`src/rtl/overlay_reveal_mixer_pkg.sv`:
```
// Shared types and constants for the overlay reveal mixer.
// Holds the wipe FSM states, colour constants and sync-polarity helpers.
package overlay_reveal_mixer_pkg;

    typedef enum logic [1:0] {
        HIDDEN   = 2'd0,
        WIPE_IN  = 2'd1,
        SHOWN    = 2'd2,
        WIPE_OUT = 2'd3
    } wipe_state_e;

    localparam logic [5:0] BLACK = 6'h00;
    localparam logic [5:0] WHITE = 6'h3F;
    localparam logic [5:0] RED   = 6'h30;
    localparam logic [5:0] GREEN = 6'h0C;
    localparam logic [5:0] BLUE  = 6'h03;

    // Idle (deasserted) sync level for a given polarity.
    function automatic logic sync_idle(input logic active_low);
        return active_low;
    endfunction

    // Asserted sync level for a given polarity.
    function automatic logic sync_on(input logic active_low);
        return ~active_low;
    endfunction

endpackage

```
`src/rtl/overlay_reveal_mixer_frame_tick.sv`:
```
// Vsync leading-edge detector producing a one-cycle frame tick.
// Ports: clk, rst_n, vsync_in (raw vsync), tick (pulse on assertion edge).
module frame_tick_det
    import overlay_reveal_mixer_pkg::*;
#(
    parameter bit ACTIVE_LOW = 1'b1
) (
    input  logic clk,
    input  logic rst_n,
    input  logic vsync_in,
    output logic tick
);

    localparam logic IDLE = sync_idle(ACTIVE_LOW);

    logic vsync_prev;

    always_ff @(posedge clk or negedge rst_n) begin
        if (!rst_n) begin
            vsync_prev <= IDLE;
        end else begin
            vsync_prev <= vsync_in;
        end
    end

    // Prior sample idle, current sample asserted.
    assign tick = (vsync_prev == IDLE) && (vsync_in != IDLE);

endmodule

```
`src/rtl/overlay_reveal_mixer.sv`:
```
// Composites overlay pixels over background behind a top-down wipe.
// Ports: sync/active/y/bg/overlay in, show request; registered rgb/syncs out, state_out, busy.
module overlay_reveal_mixer
    import overlay_reveal_mixer_pkg::*;
#(
    parameter int OV_Y0            = 144,
    parameter int OV_HEIGHT        = 176,
    parameter int WIPE_STEP        = 4,
    parameter int HOLD_FRAMES      = 120,
    parameter bit VSYNC_ACTIVE_LOW = 1'b1
) (
    input  logic       clk,
    input  logic       rst_n,
    input  logic       hsync_in,
    input  logic       vsync_in,
    input  logic       active_in,
    input  logic [9:0] y_in,
    input  logic [5:0] bg_rgb,
    input  logic       ov_draw,
    input  logic [5:0] ov_rgb,
    input  logic       show,
    output logic [5:0] rgb_out,
    output logic       hsync_out,
    output logic       vsync_out,
    output logic [1:0] state_out,
    output logic       busy
);

    localparam logic       IDLE    = sync_idle(VSYNC_ACTIVE_LOW);
    localparam logic [9:0] Y0      = 10'(OV_Y0);
    localparam logic [8:0] HEIGHT9 = 9'(OV_HEIGHT);
    localparam logic [7:0] HEIGHT8 = 8'(OV_HEIGHT);
    localparam logic [8:0] STEP9   = 9'(WIPE_STEP);
    localparam logic [7:0] STEP8   = 8'(WIPE_STEP);
    localparam logic [7:0] HOLD8   = 8'(HOLD_FRAMES);

    wipe_state_e state, state_n;
    logic [7:0]  reveal, reveal_n;
    logic [7:0]  hold_cnt, hold_n;
    logic [8:0]  sum9;
    logic        tick;

    frame_tick_det #(
        .ACTIVE_LOW (VSYNC_ACTIVE_LOW)
    ) u_tick (
        .clk      (clk),
        .rst_n    (rst_n),
        .vsync_in (vsync_in),
        .tick     (tick)
    );

    always_ff @(posedge clk or negedge rst_n) begin
        if (!rst_n) begin
            state    <= HIDDEN;
            reveal   <= '0;
            hold_cnt <= '0;
        end else begin
            state    <= state_n;
            reveal   <= reveal_n;
            hold_cnt <= hold_n;
        end
    end

    // Wide sum so the clamp sees a carry past 255.
    assign sum9 = {1'b0, reveal} + STEP9;

    always_comb begin
        state_n  = state;
        reveal_n = reveal;
        hold_n   = hold_cnt;
        if (tick) begin
            unique case (state)
                HIDDEN: begin
                    reveal_n = '0;
                    if (show) state_n = WIPE_IN;
                end
                WIPE_IN: begin
                    if (!show) begin
                        state_n = WIPE_OUT;
                    end else if (sum9 >= HEIGHT9) begin
                        reveal_n = HEIGHT8;
                        hold_n   = '0;
                        state_n  = SHOWN;
                    end else begin
                        reveal_n = sum9[7:0];
                    end
                end
                SHOWN: begin
                    if (hold_cnt < HOLD8) hold_n = hold_cnt + 8'd1;
                    if (!show && hold_cnt >= HOLD8) state_n = WIPE_OUT;
                end
                WIPE_OUT: begin
                    if (show) begin
                        state_n = WIPE_IN;
                    end else if (reveal <= STEP8) begin
                        reveal_n = '0;
                        state_n  = HIDDEN;
                    end else begin
                        reveal_n = reveal - STEP8;
                    end
                end
                default: begin
                    state_n  = HIDDEN;
                    reveal_n = '0;
                end
            endcase
        end
    end

    logic [9:0] rel;
    logic       in_rows;
    logic       visible;
    logic [5:0] pix;

    assign rel     = y_in - Y0;
    assign in_rows = (y_in >= Y0);
    assign visible = ov_draw & in_rows & (rel < {2'b00, reveal});
    assign pix     = active_in ? (visible ? ov_rgb : bg_rgb) : BLACK;

    always_ff @(posedge clk or negedge rst_n) begin
        if (!rst_n) begin
            rgb_out   <= BLACK;
            hsync_out <= IDLE;
            vsync_out <= IDLE;
        end else begin
            rgb_out   <= pix;
            hsync_out <= hsync_in;
            vsync_out <= vsync_in;
        end
    end

    assign state_out = state;
    assign busy      = (state == WIPE_IN) || (state == WIPE_OUT);

endmodule
```
`config.mk`:
```
export PLATFORM = sky130hd
export DESIGN_NAME = overlay_reveal_mixer
export DESIGN_NICKNAME = d
export VERILOG_FILES = /design/src/rtl/overlay_reveal_mixer_pkg.sv /design/src/rtl/overlay_reveal_mixer_frame_tick.sv /design/src/rtl/overlay_reveal_mixer.sv
export SDC_FILE = /design/constraint.sdc
export NUM_CORES = 1
export LEC_CHECK = 0
export CORE_UTILIZATION = 50
export DETAILED_ROUTE_END_ITERATION = 10
export PLACE_DENSITY_LB_ADDON = 0.1
export SYNTH_ARGS = -nofsm -noshare
export SYNTH_HDL_FRONTEND = slang
export SYNTH_SLANG_ARGS = --single-unit
```
`constraint.sdc`:
```
create_clock -name clk -period 2.9 [get_ports clk]
set_input_delay 0.29 -clock clk [delete_from_list [all_inputs] [get_ports clk]]
set_output_delay 0.29 -clock clk [all_outputs]
set_load 0.01 [all_outputs]
```
==> results of run 1 <==
==> sequential cells by signal, summed over array words and instances (netlist names) <==
signal             cells
reveal                 6
hsync_out              1
u_tick.vsync_prev      1
hold_cnt               8
rgb_out                6
state_out              2
==> cells in the mapped netlist, drive strengths merged (3+ instances only) <==
cell type	number
nor3	5
dfrtp	22
a21oi	9
and3	3
o31ai	7
mux2i	8
nor2b	3
inv	15
nand2	22
a31oi	4
nor2	15
clkbuf	7
nand3	5
o21ai	19
ha	17
nand2b	5
==> kinds of logic (layout without fill, tap and decap cells) <==
| kind of cell | count (synthesis) | count (layout) |
|---|---|---|
| and+or+nand+nor | 74 | 74 |
| AOI/OAI and AO/OA | 57 | 57 |
| DFF | 24 | 24 |
| buffers and inverters | 22 | 60 |
| adders and majority gates | 17 | 17 |
| muxes | 9 | 9 |
| xor gates and xnor gates | 2 | 2 |
==> layout make-up <==
class | count | area share, %
repair buffers | 41 | 17.6
inverters | 15 | 2.48
multi-input cells | 159 | 49.2
clock buffers | 4 | 1.60
flip-flops and latches | 24 | 26.5
well taps | 46 | 2.53
==> through the flow <==
stage               worst slack (ns)  util, %
global placement               0.384     65.5
CTS                            0.508     66.5
finish                         0.488     66.5
global route                   0.343     66.5
detailed placement             0.318     65.5
floorplan                      0.849        -
==> power by group <==
part	internal, mW	switching, mW
combinational	0.417	0.486
sequential	0.407	0.122
clock	0.0769	0.103
total	0.901	0.711
==> worst paths after layout <==
check,to,cells past startpoint
hold / removal,hold_cnt[2],2
min in group clk,hsync_out,1
hold reg to reg,hold_cnt[5],1
setup / recovery,state_out[1],6
max in group asynchronous,hsync_out,2
setup reg to reg,state_out[1],6
==> critical path: stages (launching register included) <==
cell and delay (ns):
dfrtp_1 0.53, ha_1 0.42, and3b_2 0.26, o32ai_2 0.15, o21ai_0 0.28, o221ai_2 0.31, mux2_2 0.36
==> metal layers <==
metal / track usage, % / up-vias / part of all wire, %
met3: 2.55 / 5 / 4.6
met4: 6.10 / 0 / 1.1
li1: - / 816 / -
met1: 28.7 / 755 / 47
met2: 37.0 / 44 / 48
met5: 0 / - / 0
==> results, run 1 <==
- The complex-gate fraction of the synthesized area is 22.5%.
- The leakage component of the power is 0.955 nW.
- The worst setup path is launched from a register.
- In the final routed layout, each cell accounts on average for around 13 um.
- The violation count after the first detailed-routing iteration is 120.
- The critical path data required time is about 3.1 ns.
- The reg-to-reg setup timing slack is about 0.49 ns.
- The I/O pin total is 40.
- The top cell types in the final layout, fill and taps aside, are clkdlybuf4s50_1, nand2_1, dfrtp_1, o21ai_0, ha_1.
- The all-layer global routing usage is about 22%.
- For the worst setup path, the data arrival time is 2.63 ns.
- The final hold violation count is 0.
- Counting every sink on the clock net gives 24.
- The register area is roughly 600 um^2.
- The die covers 3920 um^2.
- The overall power of the completed layout is between 1.5 and 2 mW.
- Setup violations remaining at the end of the flow were counted as 0.
- The final cell count without fillers is slightly below 300.
- The fill cell total of the finished layout is roughly 310.
- The post-detailed-route via-to-cell ratio is between 5 and 6.
- The final non-filler cell area is 2270 um^2.
- The number of flops mapped to enable cells by yosys is 0.
- The average instance in the mapped netlist occupies 8.95 um^2.
- The total of max-cap violations is 0.
- The number of different library cells used by synthesis comes to slightly above 50.
- The maximum clock path buffer count is 2.
- The total inserted antenna cells is 0.
- The initial antenna violation count is 0.
- By area the synthesized netlist is led by dfrtp_1, ha_1, o21ai_0, nand2_1, mux2i_1.
- The number of input and output port buffers inserted is 37.
- The synthesized-area fraction occupied by and/or/nand/nor cells is approximately a fifth.
- The category of the critical setup timing path is register to register.
- By area, the combinational part of the netlist is dominated by compound AO/OA/AOI/OAI gates.
- The number of nets in the synthesized netlist is ~250.
- The time the worst path needs with I/O delays and setup is about 2.4 ns.
- For this design, the CTS-stage hold fixing added 0 buffers.
- Post-CTS timing repair inserted 0 buffers for setup.
- The number of placed instances, taps included, is about 290.
- STA classifies the critical path endpoint as a register.
- Clock skew on the completed layout was measured at between 0.007 and 0.008 ns.
- The cell area that synthesis handed to floorplanning was about 1800 um^2.
- The slew at the pin with the worst max-slew slack is a little over 0.6 ns.
- The congestion estimate from routability-driven global placement came to between 0.8 and 0.9.
- In this run the number of H-tree levels came out at 1.
- Measured against the total synthesized area, the mux share comes to around 5%.
- In the routed design, unresolved DRC markers number 0.
- The adder and majority cell fraction of the synthesized area is 11.6%.
- The largest fanout of any net on the critical path is 11.
- The row count is 21.
- The die is approximately 63 um tall.
- After the last flow step, the layout net total stands at 290.
- The residual antenna-violating net count after detailed routing is 0.
- The layout overhead on the synthesized area is 23.9%.
- The number of warnings reported in the yosys synthesis log is 0.
- The later pin in the worst-skew pair is clocked with a latency of between 0.3 and 0.4 ns.
- The timing-limited maximum frequency is approximately 410 MHz.
- Clock-pin slew was measured on the worst setup and hold paths at ~0.13 ns.
- The cell at the root of the clock tree is clkbuf_4.
- Summed over all layers, the routed wires come to between 3000 and 4000 um.
- Of all cell types, the one taking the most synthesized area is dfrtp_1.
- The class of the worst hold path is input port to async pin.
- In the final layout, the share of cells above drive strength 1 is under 10%.
- The max-slew violation count is 0.
- The post-synthesis sequential area ratio is ~33%.
- The worst hold slack across all endpoints is slightly below 0.3 ns.
- Setup repair after global routing left no endpoint under its margin.
- The CTS tree is built.
- The floorplan die width is approximately 63 um.
- Entering global routing, the biggest net connects 25 pins.
- Tracing the worst setup path back leads to its startpoint at reveal[2].
- After layout, the worst path uses 83.2% of the clock period.
- The number of vias in the routed layout is ~1,600.
- The global-route wire length before repair is roughly 6900 um.
- The flow ran to the end, and the final reports show no timing, DRC or antenna violations.
- The post-synthesis xor/xnor area fraction is 0.955%.
- After technology mapping, the gate count stands at roughly 210.
- The pre-antenna-repair detailed-routing pass consisted of 4 iterations.
- The post-cts resize count is 0.
- The commonest non-fill, non-tap cell in the layout is clkdlybuf4s50_1.
- Summing all placed instances gives a cell area of between 2000 and 2500 um^2.
- The fraction of synthesized cell area taken by the top area cell type is between 30 and 40%.
- The peak supply drop is around 0.51 mV.
- The main flop type after synthesis is dfrtp_1.
- The core region is between 3000 and 4000 um^2.
- The HPWL after detailed placement is just over 3000 um.
- In this run the tightest slew margin relative to its limit is around three fifths.
- The total congestion overflow is 0.
- The synthesized design contains 24 register bits.
- Summing all multi-input logic gate instances after layout gives about 1100 um^2.
- The effective utilization at floorplan is between 50% and 60%.
- The power per cell area is 709 nW/um^2.
- The number of clock buffers added by TritonCTS is 3.
- The via count of the first global-routing pass came to 1,584.
- The startpoint identified for the worst register-to-register timing path is reveal[2].
- Setup total negative slack on the finished layout was measured at 0 ns.
- For this run, asynchronously set or reset flops after synthesis account for 100%.
Note: power is estimated with default switching activity, not from simulation.
==> run 2, diff against run 1 <==
- clock period: 2.9 -> 2.4 ns (I/O delays scaled with it)
==> run 2 against run 1 <==
  * Final area up 0.72%
  * First-iteration DRC count up 60%
  * Sequential cell count unchanged
  * Largest cell class unchanged
  * Non-clock buffer count up 4
  * Highest routed layer unchanged
==> results, run 2 (same netlist as run 1, synthesis figures left out) <==
- TritonCTS built the clock tree.
- The met2 routed wirelength is 1970 um (+6.0%).
- The cell at the root of the clock tree is clkbuf_4.
- The worst-case setup margin in the final layout is 0.138 ns (-0.350 ns).
- The worst relative slew slack is 68.7% (+9.4 points).
- The final non-filler cell area was 2290 um^2 (+0.72%).
- The number of buffers created by CTS is 3 (unchanged).
- The total inserted antenna cells came to 0 (unchanged).
- The total of max-cap violations is 0 (unchanged).
- The time the worst path needs with I/O delays and setup is 2.26 ns (-0.150 ns).
- The overall die height came to 62.6 um (unchanged).
- The worst slack after detailed placement is 0.0327 ns (-0.285 ns).
- The worst hold path belongs to the class input port to async pin.
- The final wirelength came to 3990 um (+2.4%).
- The number of detailed-routing iterations run before antenna repair is 4 (unchanged).
- More flip-flops sit in one register than any other, and that register is hold_cnt.
- Setup repair after global routing left no endpoint under its margin.
- The initial antenna violation count is 0 (unchanged).
- The residual antenna-violating net count after detailed routing is 0 (unchanged).
- The wire length the detailed router placed on met1 is 1690 um (-7.3%).
- The number of hold buffers added after cts is 0 (unchanged).
- The post-place instance area is 2270 um^2 (+1.3%).
- The peak supply drop is 0.551 mV (+7.5%).
- The floorplan die width came to 62.6 um (unchanged).
- The die area was 3920 um^2 (unchanged).
- The violation count after the first detailed-routing iteration came to 192 (+60%).
- The HPWL reported at the end of detailed placement is 3110 um (+3.1%).
- The pin count of the biggest net entering global routing is 25 (unchanged).
- The effective utilization at floorplan came to 53.7% (unchanged).
- The critical path data required time came to 2.62 ns (-0.50 ns).
- The post-cts resize count was 0 (unchanged).
- The count of clock tree sinks is 24 (unchanged).
- The number of input and output port buffers inserted came to 37 (unchanged).
- The slew at the pin with the worst max-slew slack is 0.464 ns (-0.146 ns).
- The worst setup path is captured at a register.
- The fraction of final layout cells with drive strength greater than 1 is 10.6% (+1.1 points).
- The final cell count without fillers is 292 (+1.0%).
- The layout overhead on the synthesized area is 24.8%.
- The via count of the first global-routing pass is 1,637 (+3.3%).
- The utilization of the core after routing is 67.0% (+0.48 points).
- The worst setup skew after layout is 0.00681 ns (-0.000398 ns).
- The number of vias in the routed layout is 1,685 (+4.0%).
- The total met3 wirelength after detailed routing was 278 um (+54%).
- The clock latency reported for the late side of the worst-skew pair is 0.31 ns (about the same).
- The number of H-tree branching levels is 1 (unchanged).
- The number of flip-flops in the largest register is 8 (unchanged).
- The final hold violation count is 0 (unchanged).
- The category of the critical setup timing path is register to register.
- The row count is 21 (unchanged).
- The largest fanout of any net on the critical path is 9 (-2).
- The standard cell core area is 3420 um^2 (unchanged).
- The leakage component of the power is 0.969 nW (+1.5%).
- The I/O pin total is 40 (unchanged).
- The endpoint arrival time on the critical path was 2.48 ns (-0.15 ns).
- The power per cell area was 846 nW/um^2 (+19%).
- The placer's final routability congestion estimate came to 0.877 (+6.0%).
- The run finished with clean final reports.
- The maximum clock path buffer count came to 2 (unchanged).
- The number of placed instances, taps included is 289 (+1.4%).
- The commonest non-fill, non-tap cell in the layout is clkdlybuf4s50_1.
- The slowest library cell on the worst path is dfrtp_1.
- The maximum single-stage delay on the critical path is 0.50 ns (-0.03 ns).
- The total congestion overflow is 0 (unchanged).
- The signal on the critical path passes through ha_1 > and3b_2 > o32ai_2 > o311a_4 > or3_4 > o31ai_1.
- The post-detailed-route via-to-cell ratio is 5.77 (+2.9%).
- The largest registers in the layout are hold_cnt (8), reveal (6), rgb_out (6).
- The all-layer global routing usage is 21.8% (+0.13 points).
- The net count of the finished layout is 294 (+1.4%).
- The highest routed metal layer is met4.
- The timing-limited maximum frequency is 442 MHz (+6.6%).
- In the layout the commonest cells are clkdlybuf4s50_1, nand2_1, dfrtp_1, o21ai_0, ha_1.
- The final cycle utilization of the critical path is 94.3% (+11 points).
- The average routed wire per standard cell is 13.7 um (+1.3%).
- The remaining routing DRC violations is 0 (unchanged).
- The worst setup path is launched from a register.
- The clock transition at the registers of the reported paths is 0.13 ns (about the same).
- The global-route wire length before repair is 6930 um (+0.80%).
- The final-report setup violation count came to 0 (unchanged).
- The setup TNS after final layout is 0 ns (unchanged).
- The max-slew violation count is 0 (unchanged).
- The count of buffers added by post-CTS timing repair for setup is 0 (unchanged).
## run 2: changes by cell type in the layout (fill, tap and decap cells not counted), sizes merged
cell	previous run	this run
buf	4	8
clkbuf	4	3
## run 2: cell type report
class                           instances  area [um^2]
Inverter                               15         56.3
Timing Repair Buffer                   45          430
Fill cell                             292         1130
Sequential cell                        24          603
Tap cell                               46         57.6
Clock buffer                            3         22.5
Multi-Input combinational cell        159         1120
## run 2: power by group
part           switching, mW  internal (mW)  leakage [nW]  total, mW
combinational          0.611          0.524         0.643       1.13
sequential             0.134          0.492         0.313      0.625
clock                  0.117         0.0587        0.0138      0.176
## run 2: worst paths after layout
| kind | start | endpoint | slack [ns] | cells after the start |
|---|---|---|---|---|
| worst max-delay path | reveal[2] | hold_cnt[5] | 0.14 | 6 |
| worst min-delay path | rst_n | hold_cnt[1] | 0.26 | 2 |
| min in group clk | hsync_in | hsync_out | 0.33 | 1 |
| max in group asynchronous | rst_n | hsync_out | 1.85 | 2 |
| worst min register to register | hold_cnt[7] | hold_cnt[7] | 0.52 | 1 |
| worst max register to register | reveal[2] | hold_cnt[5] | 0.14 | 6 |
## run 2: worst max-delay path, delay by kind of cell (launching register included)
family,cells,cell delay [ns]
adders and majority gates,1,0.25
and+or+nand+nor,2,0.65
AOI/OAI and AO/OA,3,0.78
DFF,1,0.50
## run 2: stage by stage
stage                     total power, mW  hold slack, ns
final                                1.94           0.261
after global routing                 2.13           0.268
after CTS                            1.94           0.266
after detailed placement             1.76           0.493
after global placement               1.71           0.486
after floorplan                      1.40         -0.0556
## run 2: routing by layer
metal / track usage, % / up-vias
met1: 27.7 / 792
met3: 4.74 / 9
met5: 0 / -
met2: 36.0 / 64
li1: - / 820
met4: 8.14 / 0
==> run 3, diff against run 2 <==
- CTS_BUF_LIST: not set -> sky130_fd_sc_hd__clkbuf_8
- TNS_END_PERCENT: not set -> 100
==> run 3 against run 2 <==
  * Sequential share of layout area fell by 0.21 points
  * Global-route usage increased by 0.23 points
  * Largest cell class unchanged
  * Fmax is essentially flat
  * Clock skew down 0.0039 ns
  * Final area grew 0.82%
  * First-iteration DRC count up 7.8%
  * Count of clock-buffer cells in the layout unchanged
  * Setup slack about the same
  * Critical path depth unchanged
==> results, run 3 (same netlist as run 1, synthesis figures left out) <==
- The final cycle utilization of the critical path is 94.3% (about the same).
- The pin count of the biggest net entering global routing is 25 (unchanged).
- The effective utilization at floorplan is 53.7% (unchanged).
- The fill cell total of the finished layout is 293 (+0.34%).
- The slew at the pin with the worst max-slew slack was 0.461 ns (-0.00289 ns).
- The via count of the first global-routing pass is 1,643 (+0.37%).
- The HPWL reported at the end of detailed placement is 3110 um (unchanged).
- The number of detailed-routing iterations run before antenna repair was 4 (unchanged).
- The worst-case setup margin in the final layout is 0.138 ns (-0.0000360 ns).
- The total congestion overflow is 0 (unchanged).
- The all-layer global routing usage was 22.0% (+0.23 points).
- The placer's final routability congestion estimate is 0.877 (unchanged).
- The critical path goes through ha_1 > and3b_2 > o32ai_2 > o311a_4 > or3_4 > o31ai_1.
- The largest fanout of any net on the critical path is 9 (unchanged).
- The I/O pin total is 40 (unchanged).
- The max-slew violation count is 0 (unchanged).
- The final wirelength came to 3980 um (-0.15%).
- The number of flip-flops in the largest register is 8 (unchanged).
- The worst relative slew slack is 68.9% (+0.20 points).
- STA classifies the critical path endpoint as a register.
- The maximum clock path buffer count was 2 (unchanged).
- The tree is rooted in a clkbuf_8.
- The clock transition at the registers of the reported paths is 0.08 ns (-0.05 ns).
- The timing-limited maximum frequency is 442 MHz (about the same).
- The count of clock tree sinks is 24 (unchanged).
- The floorplan die width is 62.6 um (unchanged).
- The largest register by flop count is hold_cnt.
- The die area is 3920 um^2 (unchanged).
- The row count is 21 (unchanged).
- The slowest stage of the critical path belongs to the cell dfrtp_1.
- The count of buffers added by post-CTS timing repair for setup came to 0 (unchanged).
- The final hold violation count is 0 (unchanged).
- TritonCTS built the clock tree.
- The time the worst path needs with I/O delays and setup is 2.26 ns (+0.0000360 ns).
- The worst slack after detailed placement came to 0.0327 ns (unchanged).
- The standard cell core area is 3420 um^2 (unchanged).
- The average routed wire per standard cell was 13.6 um (-0.15%).
- The number of vias in the routed layout is 1,691 (+0.36%).
- The setup TNS after final layout is 0 ns (unchanged).
- The startpoint class of the critical path is a register.
- The cell family contributing the most delay on the critical path is compound AO/OA/AOI/OAI gates.
- The maximum single-stage delay on the critical path is 0.48 ns (-0.02 ns).
- In the final layout, the registers with the most flip-flops are hold_cnt (8), reveal (6), rgb_out (6).
- The fraction of final layout cells with drive strength greater than 1 is 10.6% (unchanged).
- The number of buffers created by CTS is 3 (unchanged).
- The critical path data required time is 2.56 ns (-0.06 ns).
- The global-route wire length before repair was 6970 um (+0.50%).
- Setup repair after global routing left no endpoint under its margin.
- The worst setup skew after layout is 0.00292 ns (-0.00389 ns).
- The critical path in this run is classified as register to register.
- The critical path starts at reveal[2].
- The power per cell area came to 865 nW/um^2 (+2.2%).
- The total buffers and inverters traversed by the critical path is 0 (unchanged).
- The clock latency reported for the late side of the worst-skew pair is 0.26 ns (-0.05 ns).
- The library cells used most frequently in the layout, excluding fill and tap cells, are clkdlybuf4s50_1, nand2_1, dfrtp_1, o21ai_0, ha_1.
- The number of hold buffers added after cts is 0 (unchanged).
- The library cell used most frequently in the layout, excluding fill and tap cells, is clkdlybuf4s50_1.
- The final-report setup violation count is 0 (unchanged).
- The number of input and output port buffers inserted is 37 (unchanged).
- The peak supply drop came to 0.606 mV (+10%).
- The number of H-tree branching levels was 1 (unchanged).
- The total inserted antenna cells is 0 (unchanged).
- The remaining routing DRC violations is 0 (unchanged).
- The layout overhead on the synthesized area is 25.8%.
- The startpoint of the worst register-to-register path is reveal[2].
- The initial antenna violation count was 0 (unchanged).
- The overall die height is 62.6 um (unchanged).
- The class of the worst hold path is input port to async pin.
- The violation count after the first detailed-routing iteration is 207 (+7.8%).
- The leakage component of the power came to 0.977 nW (+0.80%).
- The run finished with clean final reports.
- The endpoint arrival time on the critical path was 2.42 ns (-0.06 ns).
- The residual antenna-violating net count after detailed routing came to 0 (unchanged).
- The total of max-cap violations came to 0 (unchanged).
- The utilization of the core after routing came to 67.5% (+0.55 points).
- The net count of the finished layout is 294 (unchanged).
- The worst reg-to-reg path cell count is 6 (unchanged).
- The post-cts resize count is 0 (unchanged).
- The post-detailed-route via-to-cell ratio came to 5.79 (+0.36%).
- The number of gates on the worst path with buffers counted came to 6 (unchanged).
-- run 3: changes by cell type in the layout (fill, tap and decap cells not counted) --
cell / change
clkbuf_4: -3
clkbuf_8: +3
-- run 3: final cells by class --
cell class,count,area [um^2],share of cell area (%)
Clock buffer,3,41.3,1.79
Inverter,15,56.3,2.44
Multi-Input combinational cell,159,1120,48.5
Sequential cell,24,603,26.1
Tap cell,46,57.6,2.49
Timing Repair Buffer,45,430,18.7
-- run 3: per-layer routing --
layer / vias to the layer above / part of all wire [%] / wire length (um) / global-route usage [%]
met4: 0 / 1.3 / 50 / 8.14
met2: 69 / 49 / 1950 / 35.9
met1: 792 / 43 / 1700 / 28.3
li1: 819 / - / - / -
met3: 11 / 6.9 / 275 / 5.11
met5: - / 0 / 0 / 0
-- run 3: final timing paths --
kind / to / slack (ns)
worst max-delay path: hold_cnt[5] / 0.14
worst min-delay path: hold_cnt[1] / 0.32
worst max register to register: hold_cnt[5] / 0.14
worst min register to register: hold_cnt[7] / 0.51
max in group asynchronous: hsync_out / 1.79
min in group clk: hsync_out / 0.38
-- run 3: through the flow --
step	instances	power [mW]	hold slack [ns]	instance area (um^2)
after floorplan	205	1.40	-0.0556	1830
after global placement	289	1.71	0.486	2270
after detailed placement	289	1.76	0.493	2270
after CTS	292	2.00	0.332	2310
after global routing	292	2.19	0.341	2310
final	292	2.00	0.325	2310
-- run 3: report_power, final --
group / switching [mW] / internal, mW
logic: 0.614 / 0.525
registers: 0.130 / 0.492
clock network: 0.122 / 0.112
